File: src/rtl/axi_lite_intc_pkg.sv
// Shared register map, response codes and decode helpers for the AXI4-Lite interrupt controller.
package axi_lite_intc_pkg;
   localparam logic [31:0] ADDR_GIE  = 32'h00;
   localparam logic [31:0] ADDR_IER  = 32'h04;
   localparam logic [31:0] ADDR_ISR  = 32'h08;
   localparam logic [31:0] ADDR_IAR  = 32'h0C;
   localparam logic [31:0] ADDR_IPR  = 32'h10;
   localparam logic [31:0] ADDR_ITR  = 32'h14;
   localparam logic [31:0] ADDR_ISET = 32'h18;

   localparam logic [1:0] RESP_OKAY   = 2'b00;
   localparam logic [1:0] RESP_SLVERR = 2'b10;

   typedef enum logic [2:0] {
      REG_GIE  = 3'd0,
      REG_IER  = 3'd1,
      REG_ISR  = 3'd2,
      REG_IAR  = 3'd3,
      REG_IPR  = 3'd4,
      REG_ITR  = 3'd5,
      REG_ISET = 3'd6,
      REG_NONE = 3'd7
   } reg_idx_t;

   // Byte offsets beyond the last register decode to REG_NONE (SLVERR).
   function automatic reg_idx_t decode_reg(input logic [31:0] addr);
      if (addr > ADDR_ISET) return REG_NONE;
      return reg_idx_t'(addr[4:2]);
   endfunction

   function automatic logic [31:0] strb_mask(input logic [3:0] strb);
      logic [31:0] mask;
      for (int b = 0; b < 4; b++) mask[8*b +: 8] = {8{strb[b]}};
      return mask;
   endfunction
endpackage

File: src/rtl/intc_src_sync.sv
// One interrupt source: synchroniser chain, delay flop and registered rising-edge pulse.
// level and rise both appear C_SYNC_STAGES+1 edges after the input is first sampled.
module intc_src_sync #(
   parameter int C_SYNC_STAGES = 2
) (
   input  logic clk,
   input  logic rst,
   input  logic din,
   output logic level,
   output logic rise
);
   logic [C_SYNC_STAGES-1:0] sync_q;
   logic                     dly_q;

   always_ff @(posedge clk or posedge rst) begin
      if (rst) begin
         sync_q <= '0;
         dly_q  <= 1'b0;
         rise   <= 1'b0;
      end else begin
         sync_q <= {sync_q[C_SYNC_STAGES-2:0], din};
         dly_q  <= sync_q[C_SYNC_STAGES-1];
         rise   <= sync_q[C_SYNC_STAGES-1] & ~dly_q;
      end
   end

   assign level = dly_q;
endmodule

File: src/rtl/axi_lite_intc_multi.sv
// AXI4-Lite interrupt controller: C_NUM_INTR edge/level sources aggregated onto one registered irq.
// Single outstanding transaction per channel; responses are held until bready/rready.
module axi_lite_intc_multi
   import axi_lite_intc_pkg::*;
#(
   parameter int C_NUM_INTR        = 8,
   parameter int C_S_ADDR_WIDTH    = 5,
   parameter int C_S_DATA_WIDTH    = 32,
   parameter int C_SYNC_STAGES     = 2,
   parameter int C_IRQ_ACTIVE_HIGH = 1
) (
   input  logic                          ACLK,
   input  logic                          ARESET,
   input  logic [C_NUM_INTR-1:0]         intr_in,
   output logic                          irq,
   input  logic [C_S_ADDR_WIDTH-1:0]     s_axi_awaddr,
   input  logic [2:0]                    s_axi_awprot,
   input  logic                          s_axi_awvalid,
   output logic                          s_axi_awready,
   input  logic [C_S_DATA_WIDTH-1:0]     s_axi_wdata,
   input  logic [C_S_DATA_WIDTH/8-1:0]   s_axi_wstrb,
   input  logic                          s_axi_wvalid,
   output logic                          s_axi_wready,
   output logic [1:0]                    s_axi_bresp,
   output logic                          s_axi_bvalid,
   input  logic                          s_axi_bready,
   input  logic [C_S_ADDR_WIDTH-1:0]     s_axi_araddr,
   input  logic [2:0]                    s_axi_arprot,
   input  logic                          s_axi_arvalid,
   output logic                          s_axi_arready,
   output logic [C_S_DATA_WIDTH-1:0]     s_axi_rdata,
   output logic [1:0]                    s_axi_rresp,
   output logic                          s_axi_rvalid,
   input  logic                          s_axi_rready
);
   localparam int  N      = C_NUM_INTR;
   localparam logic IRQ_ON = (C_IRQ_ACTIVE_HIGH != 0);

   logic [N-1:0] src_lvl, src_rise;
   logic         gie;
   logic [N-1:0] ier, isr, itr;
   logic         wr_rdy, ar_rdy, wr_hs, rd_hs;
   reg_idx_t     wr_reg, rd_reg;
   logic [31:0]  wmask, wv, rd_word;
   logic [N-1:0] wm_n, wv_n, set_bits, clr_bits;
   logic         unused;

   for (genvar g = 0; g < N; g++) begin : g_src
      intc_src_sync #(.C_SYNC_STAGES(C_SYNC_STAGES)) u_sync (
         .clk  (ACLK),
         .rst  (ARESET),
         .din  (intr_in[g]),
         .level(src_lvl[g]),
         .rise (src_rise[g])
      );
   end

   assign s_axi_awready = wr_rdy;
   assign s_axi_wready  = wr_rdy;
   assign s_axi_arready = ar_rdy;
   assign wr_hs  = wr_rdy & s_axi_awvalid & s_axi_wvalid;
   assign rd_hs  = ar_rdy & s_axi_arvalid;
   assign wr_reg = decode_reg(32'(s_axi_awaddr));
   assign rd_reg = decode_reg(32'(s_axi_araddr));
   assign wmask  = strb_mask(s_axi_wstrb);
   assign wv     = s_axi_wdata & wmask;
   assign wm_n   = wmask[N-1:0];
   assign wv_n   = wv[N-1:0];
   assign set_bits = (wr_hs && wr_reg == REG_ISET) ? wv_n : '0;
   assign clr_bits = (wr_hs && wr_reg == REG_IAR)  ? wv_n : '0;
   assign unused = ^{s_axi_awprot, s_axi_arprot, wmask, wv};

   always_comb begin
      rd_word = '0;
      case (rd_reg)
         REG_GIE: rd_word[0]   = gie;
         REG_IER: rd_word[N-1:0] = ier;
         REG_ISR: rd_word[N-1:0] = isr;
         REG_IPR: rd_word[N-1:0] = isr & ier;
         REG_ITR: rd_word[N-1:0] = itr;
         default: rd_word = '0;
      endcase
   end

   // Ready is a single-cycle pulse; it cannot re-arm while a response is still pending.
   always_ff @(posedge ACLK or posedge ARESET) begin
      if (ARESET) begin
         wr_rdy       <= 1'b0;
         ar_rdy       <= 1'b0;
         s_axi_bvalid <= 1'b0;
         s_axi_bresp  <= RESP_OKAY;
         s_axi_rvalid <= 1'b0;
         s_axi_rresp  <= RESP_OKAY;
         s_axi_rdata  <= '0;
      end else begin
         wr_rdy <= s_axi_awvalid && s_axi_wvalid && !s_axi_bvalid && !wr_rdy;
         ar_rdy <= s_axi_arvalid && !s_axi_rvalid && !ar_rdy;
         if (wr_hs) begin
            s_axi_bvalid <= 1'b1;
            s_axi_bresp  <= (wr_reg == REG_NONE) ? RESP_SLVERR : RESP_OKAY;
         end else if (s_axi_bvalid && s_axi_bready) begin
            s_axi_bvalid <= 1'b0;
         end
         if (rd_hs) begin
            s_axi_rvalid <= 1'b1;
            s_axi_rresp  <= (rd_reg == REG_NONE) ? RESP_SLVERR : RESP_OKAY;
            s_axi_rdata  <= rd_word;
         end else if (s_axi_rvalid && s_axi_rready) begin
            s_axi_rvalid <= 1'b0;
         end
      end
   end

   always_ff @(posedge ACLK or posedge ARESET) begin
      if (ARESET) begin
         gie <= 1'b0;
         ier <= '0;
         itr <= '0;
      end else if (wr_hs) begin
         case (wr_reg)
            REG_GIE: if (wmask[0]) gie <= wv[0];
            REG_IER: ier <= (ier & ~wm_n) | wv_n;
            REG_ITR: itr <= (itr & ~wm_n) | wv_n;
            default: ;
         endcase
      end
   end

   // Set sources (edge or ISET) are OR'd in after the clear so they win a same-cycle collision.
   always_ff @(posedge ACLK or posedge ARESET) begin
      if (ARESET) begin
         isr <= '0;
         irq <= ~IRQ_ON;
      end else begin
         for (int i = 0; i < N; i++) begin
            if (itr[i]) isr[i] <= (isr[i] & ~clr_bits[i]) | src_rise[i] | set_bits[i];
            else        isr[i] <= src_lvl[i] | set_bits[i];
         end
         irq <= (gie && |(isr & ier)) ? IRQ_ON : ~IRQ_ON;
      end
   end
endmodule

File: config.mk
export PLATFORM = sky130hd
export DESIGN_NAME = axi_lite_intc_multi
export DESIGN_NICKNAME = d
export VERILOG_FILES = /design/src/rtl/axi_lite_intc_pkg.sv /design/src/rtl/intc_src_sync.sv /design/src/rtl/axi_lite_intc_multi.sv
export SDC_FILE = /design/constraint.sdc
export NUM_CORES = 1
export LEC_CHECK = 0
export CAP_MARGIN = 20
export CELL_PAD_IN_SITES_DETAIL_PLACEMENT = 1
export CELL_PAD_IN_SITES_GLOBAL_PLACEMENT = 1
export CORE_MARGIN = 4
export CORE_UTILIZATION = 50
export DETAILED_ROUTE_END_ITERATION = 12
export DONT_BUFFER_PORTS = 1
export GPL_TIMING_DRIVEN = 0
export PLACE_DENSITY_LB_ADDON = 0.1
export SLEW_MARGIN = 0
export SYNTH_ARGS = -nofsm -noshare
export SYNTH_HDL_FRONTEND = slang
export SYNTH_HIERARCHICAL = 1
export SYNTH_SLANG_ARGS = --single-unit
File: constraint.sdc
create_clock -name ACLK -period 3.1 [get_ports ACLK]
set_input_delay 0.31 -clock ACLK [delete_from_list [all_inputs] [get_ports ACLK]]
set_output_delay 0.31 -clock ACLK [all_outputs]
set_load 0.01 [all_outputs]
==> results of run 1 <==
==> power by group through the flow <==
stage / logic (mW) / registers, mW / clock network (mW)
finish: 0.206 / 1.12 / 0.657
detailed placement: 0.194 / 1.14 / 0
global placement: 0.186 / 1.13 / 0
CTS: 0.206 / 1.12 / 0.672
global route: 0.230 / 1.13 / 0.720
floorplan: 0.164 / 1.11 / 0
==> cells in the mapped netlist <==
cell type	number	area share [%]
o22ai_1	8	1.6
buf_4	27	6.3
a22o_1	2	0.55
a21oi_1	14	2.2
nand3_1	7	1.1
nand4b_1	7	1.9
dfrtp_1	72	56
nor3b_2	1	0.39
and2_1	1	0.19
nand3b_1	8	1.9
nor3b_1	2	0.47
nand2b_1	10	1.9
clkbuf_1	8	0.93
and4b_1	1	0.31
mux2_2	18	6.3
nor3_1	2	0.31
mux2i_1	1	0.31
o22a_1	1	0.27
a31o_2	6	1.6
o31ai_1	2	0.47
o21ai_0	3	0.47
nor4_1	9	1.8
nand4_2	1	0.39
o311ai_0	2	0.55
o2bb2ai_1	8	2.2
a21boi_0	2	0.47
inv_1	11	1.3
nor3_2	1	0.31
a31oi_1	1	0.19
a221oi_1	2	0.55
conb_1	1	0.12
nor2b_4	8	3.4
nor2_1	6	0.70
nor4b_4	1	0.74
nand2_1	14	1.6
buf_2	1	0.16
==> path summary, 6_finish.rpt <==
| path | start | end | slack, ps | cells past startpoint |
|---|---|---|---|---|
| worst max-delay path | s_axi_awready | flop | 1120 | 3 |
| worst min-delay path | ARESET | async pin | 20 | 1 |
| worst max register to register | s_axi_awready | flop | 1120 | 3 |
| worst min register to register | g_src[5].u_sync/sync_q[0] | g_src[5].u_sync/sync_q[1] | 350 | 0 |
| max in group asynchronous | ARESET | g_src[6].u_sync/sync_q[0] | 2420 | 2 |
| min in group ACLK | s_axi_bready | s_axi_bvalid | 50 | 1 |
==> through the flow <==
stage	power, mW	hold WS [ps]
finish	1.98	20.6
global route	2.08	49.6
CTS	2.00	38.6
detailed placement	1.33	88.8
global placement	1.32	83.9
floorplan	1.27	76.1
==> cells by family after synthesis <==
family / count (synthesis) / share of synthesized area [%]
muxes: 19 / 6.62
buffers and inverters: 47 / 8.68
other: 1 / 0.117
AOI/OAI and AO/OA: 51 / 11.1
DFF: 72 / 56.1
and+or+nand+nor: 79 / 17.4
==> cells in the final DEF (no fill, tap or decap), types with 3 or more instances in the layout <==
cell	count
nor2b_4	8
nor4_1	9
nor2_1	6
mux2_2	18
nand2b_1	10
nand3_1	7
nand4b_1	7
a21oi_1	14
conb_1	26
o2bb2ai_1	8
clkbuf_8	9
clkinvlp_4	5
a31o_2	6
clkbuf_1	9
dlygate4sd3_1	9
dfrtp_1	72
nand2_1	14
inv_1	10
o21ai_0	3
o22ai_1	8
buf_4	27
nand3b_1	8
==> layout make-up <==
class	count	share of cell area [%]
flip-flops and latches	72	49.2
repair buffers	9	2.46
multi-input cells	175	33.5
well taps	75	2.56
inverters	11	1.13
clock buffers	10	3.48
clock inverters	6	1.26
plain buffers	36	6.49
==> worst max-delay path: stages (launching register included) <==
cell and delay [ps]:
dfrtp_1 470, nand4_2 200, nor3_2 770, mux2_2 420
==> metal layers <==
metal  part of all wire, %  global-route usage, %  routed length, um  vias up
li1                      -                      -                  -     1001
met1                    42                   25.8               3170     1122
met2                    49                   33.2               3690       74
met3                   7.5                   5.64                564        7
met4                   1.0                   7.42                 76        0
met5                     0                      0                  0        -
==> what timing repair did <==
item,in CTS,in global routing
hold buffers,9,0
gates resized for setup,0,0
endpoints found under the hold margin,40,0
==> out/results.txt, run 1 <==
Status = finished, final reports clean
Final worst path period share = 64.0%
Worst-path clk slew = 80 ps
Final non-filler cell total = 394
Net Sw Frac = 28.5%
Fin worst setup slack = 1120 ps
Placement Cell Area = 0.00340 mm^2
# rows = 28
Multi-input logic area = 0.00123 mm^2
Sink Count = 72
Sequential fraction of the synthesis area = 56.1%
Drt pass-1 iters = 4
Cell Pwr Density = 540 mW/mm^2
Finished Cell Area = 0.00366 mm^2
Slew margin rel. = 28.8%
Setup TNS after final layout = 0 ps
Fraction of layout cells with a size suffix above 1 = 25.1%
CP Max Fanout = 8
Setup violations, final = 0
CTS Buf Count = 9
# fillers = 663
Overflow after GRT = 0
Vias = 2,204
Internal power = 1.41 mW
RSZ-0062 raised after global routing = false
Clock root cell = clkbuf_8
Clk buf depth = 2
Mapped Area = 0.00321 mm^2
Initial Utilization = 53.0%
Seq cells post-synth = 72
Crit path DAT = 2210 ps
DRC violations left = 0
Final Util = 60.5%
Crit Path Class = flop to flop
Critical path required time = 3320 ps
Endpoint class of the critical path = flop
Overall global routing resource usage = 20.3%
Vias in the first global route = 2,194
WL/cell = 19.0 um
Max VDD drop = 0.000295 V
Initial drt markers = 133
Max Slew Vio Count = 0
Number of synthesis warnings = 6
Clk_skew = 7.73 ps
H-tree depth = 3
Routed Antenna Nets = 0
Antenna violations before repair = 0
I/O pin count = 109
Max_cap viols = 0
Die width = 88.2 um
Psw = 0.564 mW
Post-CTS Setup Bufs = 0
Setup slack at placement = 1130 ps
Max frequency = 0.504 GHz
Detail Placement HPWL = 5280 um
Flop pwr share = 56.4%
Via-to-Cell Ratio = 5.59
Pin count of the biggest net entering global routing = 41
Min Tclk post-route = 1980 ps
Pleak = 1.62 nW
Critical path startpoint category = flop
Port Buffers = 0
Mean Syn Cell Area = 11.9 um^2
Storage cell area = 0.00180 mm^2
Inst Count DP = 369
Antenna cells = 0
Syn Inst Count = 269
Min-Delay Path Class = primary input to async pin
Die height = 88.2 um
Tightest Pin Transition = 1070 ps
Gpl congestion = 0.753
Area delta synth->final = 14.1%
First-pass GRT wire length = 11,700 um
Die area = 0.00777 mm^2
Core Area = 0.00606 mm^2
Total wire length = 7500 um
Final net count = 381
Clk_lat worst skew = 340 ps
Gate power share = 10.4%
Clk pwr share = 33.2%
Final Hold Fails = 0
Netlist cell types = 36
CTS tree = yes
No activity file was read; power rests on OpenSTA's default activity.
==> inputs of run 2 (changes only) <==
--- a/config.mk
+++ b/config.mk
@@ -9,7 +9,7 @@
 export CELL_PAD_IN_SITES_DETAIL_PLACEMENT = 1
 export CELL_PAD_IN_SITES_GLOBAL_PLACEMENT = 1
 export CORE_MARGIN = 4
-export CORE_UTILIZATION = 50
+export CORE_UTILIZATION = 43
 export DETAILED_ROUTE_END_ITERATION = 12
 export DONT_BUFFER_PORTS = 1
 export GPL_TIMING_DRIVEN = 0
==> constraint.sdc (replaced) <==
create_clock -name ACLK -period 1.7 [get_ports ACLK]
set_input_delay 0.17 -clock ACLK [delete_from_list [all_inputs] [get_ports ACLK]]
set_output_delay 0.17 -clock ACLK [all_outputs]
set_load 0.01 [all_outputs]
==> run 2 against run 1 <==
Die area rose by 15%. Worst hold slack improved by 45 ps. Flip-flop and latch count did not move. Critical path depth rose by 1. Power rose by 80%. Via count rose by 3.2%. Clock skew rose by 1.4 ps. Largest power group unchanged. Combinational power rose by 100%. First-iteration DRC count fell by 38%. Register-to-register slack got worse by 1000 ps. Maximum frequency rose by 25%.
==> out/results.txt, run 2 (same netlist as run 1, synthesis figures left out) <==
Pleak = 1.72 nW (+6.6%)
Port Buffers = 0 (unchanged)
Commonest non-fill, non-tap cell in the layout = dfrtp_1
Fraction of layout cells with a size suffix above 1 = 24.6% (-0.45 points)
Top delay family on crit path = simple AND/OR/NAND/NOR gates
Tightest Pin Transition = 1100 ps (+38.2 ps)
I/O pin count = 109 (unchanged)
Worst-path clk slew = 70 ps (about the same)
Clock root cell = clkbuf_8
Gpl congestion = 0.745 (-0.97%)
Setup violations, final = 0 (unchanged)
Initial drt markers = 83 (-38%)
Hold Startpoint = s_axi_wvalid
Sink Count = 72 (unchanged)
Core Area = 0.00725 mm^2 (+20%)
Die height = 94.4 um (+7.1%)
Worst path max stage delay = 450 ps (-320 ps)
CP Depth = 4 (+1)
Crit path DAT = 1800 ps (-410 ps)
Final Util = 53.6% (-6.9 points)
Most frequent cells in the layout = dfrtp_1, buf_4, conb_1
R2r setup slk = 110 ps (-1010 ps)
Reg2reg path depth = 4 (+1)
Max_cap viols = 0 (unchanged)
Antenna cells = 0 (unchanged)
Crit path buffers/inverters = 1 (+1)
Die width = 94.4 um (+7.1%)
Detail Placement HPWL = 5320 um (+0.62%)
H-tree depth = 3 (unchanged)
Critical path startpoint category = flop
Clk_skew = 9.11 ps (+1.38 ps)
Tot Pwr = 3.57 mW (+80%)
Die area = 0.00892 mm^2 (+15%)
Final worst path period share = 93.6% (+30 points)
Critical path required time = 1910 ps (-1410 ps)
Hold Path Stages = 2
Setup TNS after final layout = 0 ps (unchanged)
CTS Buf Count = 9 (unchanged)
RSZ-0062 raised after global routing = false
Reg2Reg Launch Point = s_axi_awready
Total wire length = 7990 um (+6.6%)
Min Tclk post-route = 1590 ps (-391 ps)
Via-to-Cell Ratio = 5.26 (-5.9%)
Routed Antenna Nets = 0 (unchanged)
Final net count = 397 (+4.2%)
Max Slew Vio Count = 0 (unchanged)
DRC violations left = 0 (unchanged)
Area delta synth->final = 21.0%
Pin count of the biggest net entering global routing = 41 (unchanged)
CP Cell Sequence = nand4_4 > nor4b_4 > buf_12 > mux2_2
Antenna violations before repair = 0 (unchanged)
Worst path slowest cell = dfrtp_2
CP Max Fanout = 8 (unchanged)
Max VDD drop = 0.000573 V (+94%)
Clk_lat worst skew = 330 ps (about the same)
WL/cell = 18.5 um (-2.8%)
CTS tree = yes
Max frequency = 0.628 GHz (+25%)
Endpoint class of the critical path = flop
# rows = 31 (+11%)
Final Hold Fails = 0 (unchanged)
Clk buf depth = 2 (unchanged)
Cell Pwr Density = 919 mW/mm^2 (+70%)
Slew margin rel. = 26.3% (-2.6 points)
First-pass GRT wire length = 12,900 um (+11%)
Overflow after GRT = 0 (unchanged)
Crit Path Class = flop to flop
Vias = 2,274 (+3.2%)
Overall global routing resource usage = 19.1% (-1.2 points)
Vias in the first global route = 2,410 (+9.8%)
Min-Delay Path Class = primary input to flop
Status = finished, final reports clean
Initial Utilization = 44.3% (-8.7 points)
Worst hold margin = 65.9 ps (+45.3 ps)
Drt pass-1 iters = 4 (unchanged)
Worst Hold End = s_axi_bresp[1]
-- run 2: cell types whose count changed in the layout (fill, tap and decap cells not counted), moves of 2 or more --
cell,previous run,this run
buf_12,0,2
clkinvlp_4,5,0
dlygate4sd3_1,9,22
buf_4,27,29
-- run 2: worst max path at each step --
stage               slack, ps  endpoint           from
detailed placement       -290      flop  s_axi_awready
global route               60      flop  s_axi_awready
CTS                        40       gie  s_axi_awready
floorplan                 120      flop  s_axi_awready
global placement         -250      flop  s_axi_awready
finish                    110      flop  s_axi_awready
-- run 2: cell type report --
class                      instances  area, um^2
inverter                          11        41.3
buffer                            35         236
fill                             776        3370
multi-input combinational        175        1250
clock inverter                     1        5.00
sequential                        72        1800
tap                               99         124
timing repair buffer              26         275
clock buffer                      13         149
-- run 2: stage by stage --
stage	cell area [um^2]	std cells	worst slack, ps
detailed placement	3430	393	-287
global placement	3430	393	-251
finish	3890	432	109
global route	3890	432	57.7
CTS	3870	433	37.7
floorplan	3310	294	120
-- run 2: where the power goes --
part	internal, mW	total (mW)	leakage (nW)	switching, mW
clock network	0.553	1.12	0.0794	0.567
registers	1.87	2.04	0.896	0.173
logic	0.205	0.411	0.749	0.206
-- run 2: what timing repair did --
action,in CTS,in global routing
setup buffers,4,0
hold endpoints to repair,109,0
hold buffers,22,0
gates resized for setup,3,3
setup endpoints to repair,24,10
pin swaps,3,1
-- run 2: per-layer routing --
layer	track usage [%]	vias to the layer above	part of all wire (%)
met2	32.2	79	50
met3	5.18	11	7.2
met1	24.0	1146	41
li1	-	1038	-
met4	6.14	0	1.6
met5	0	-	0
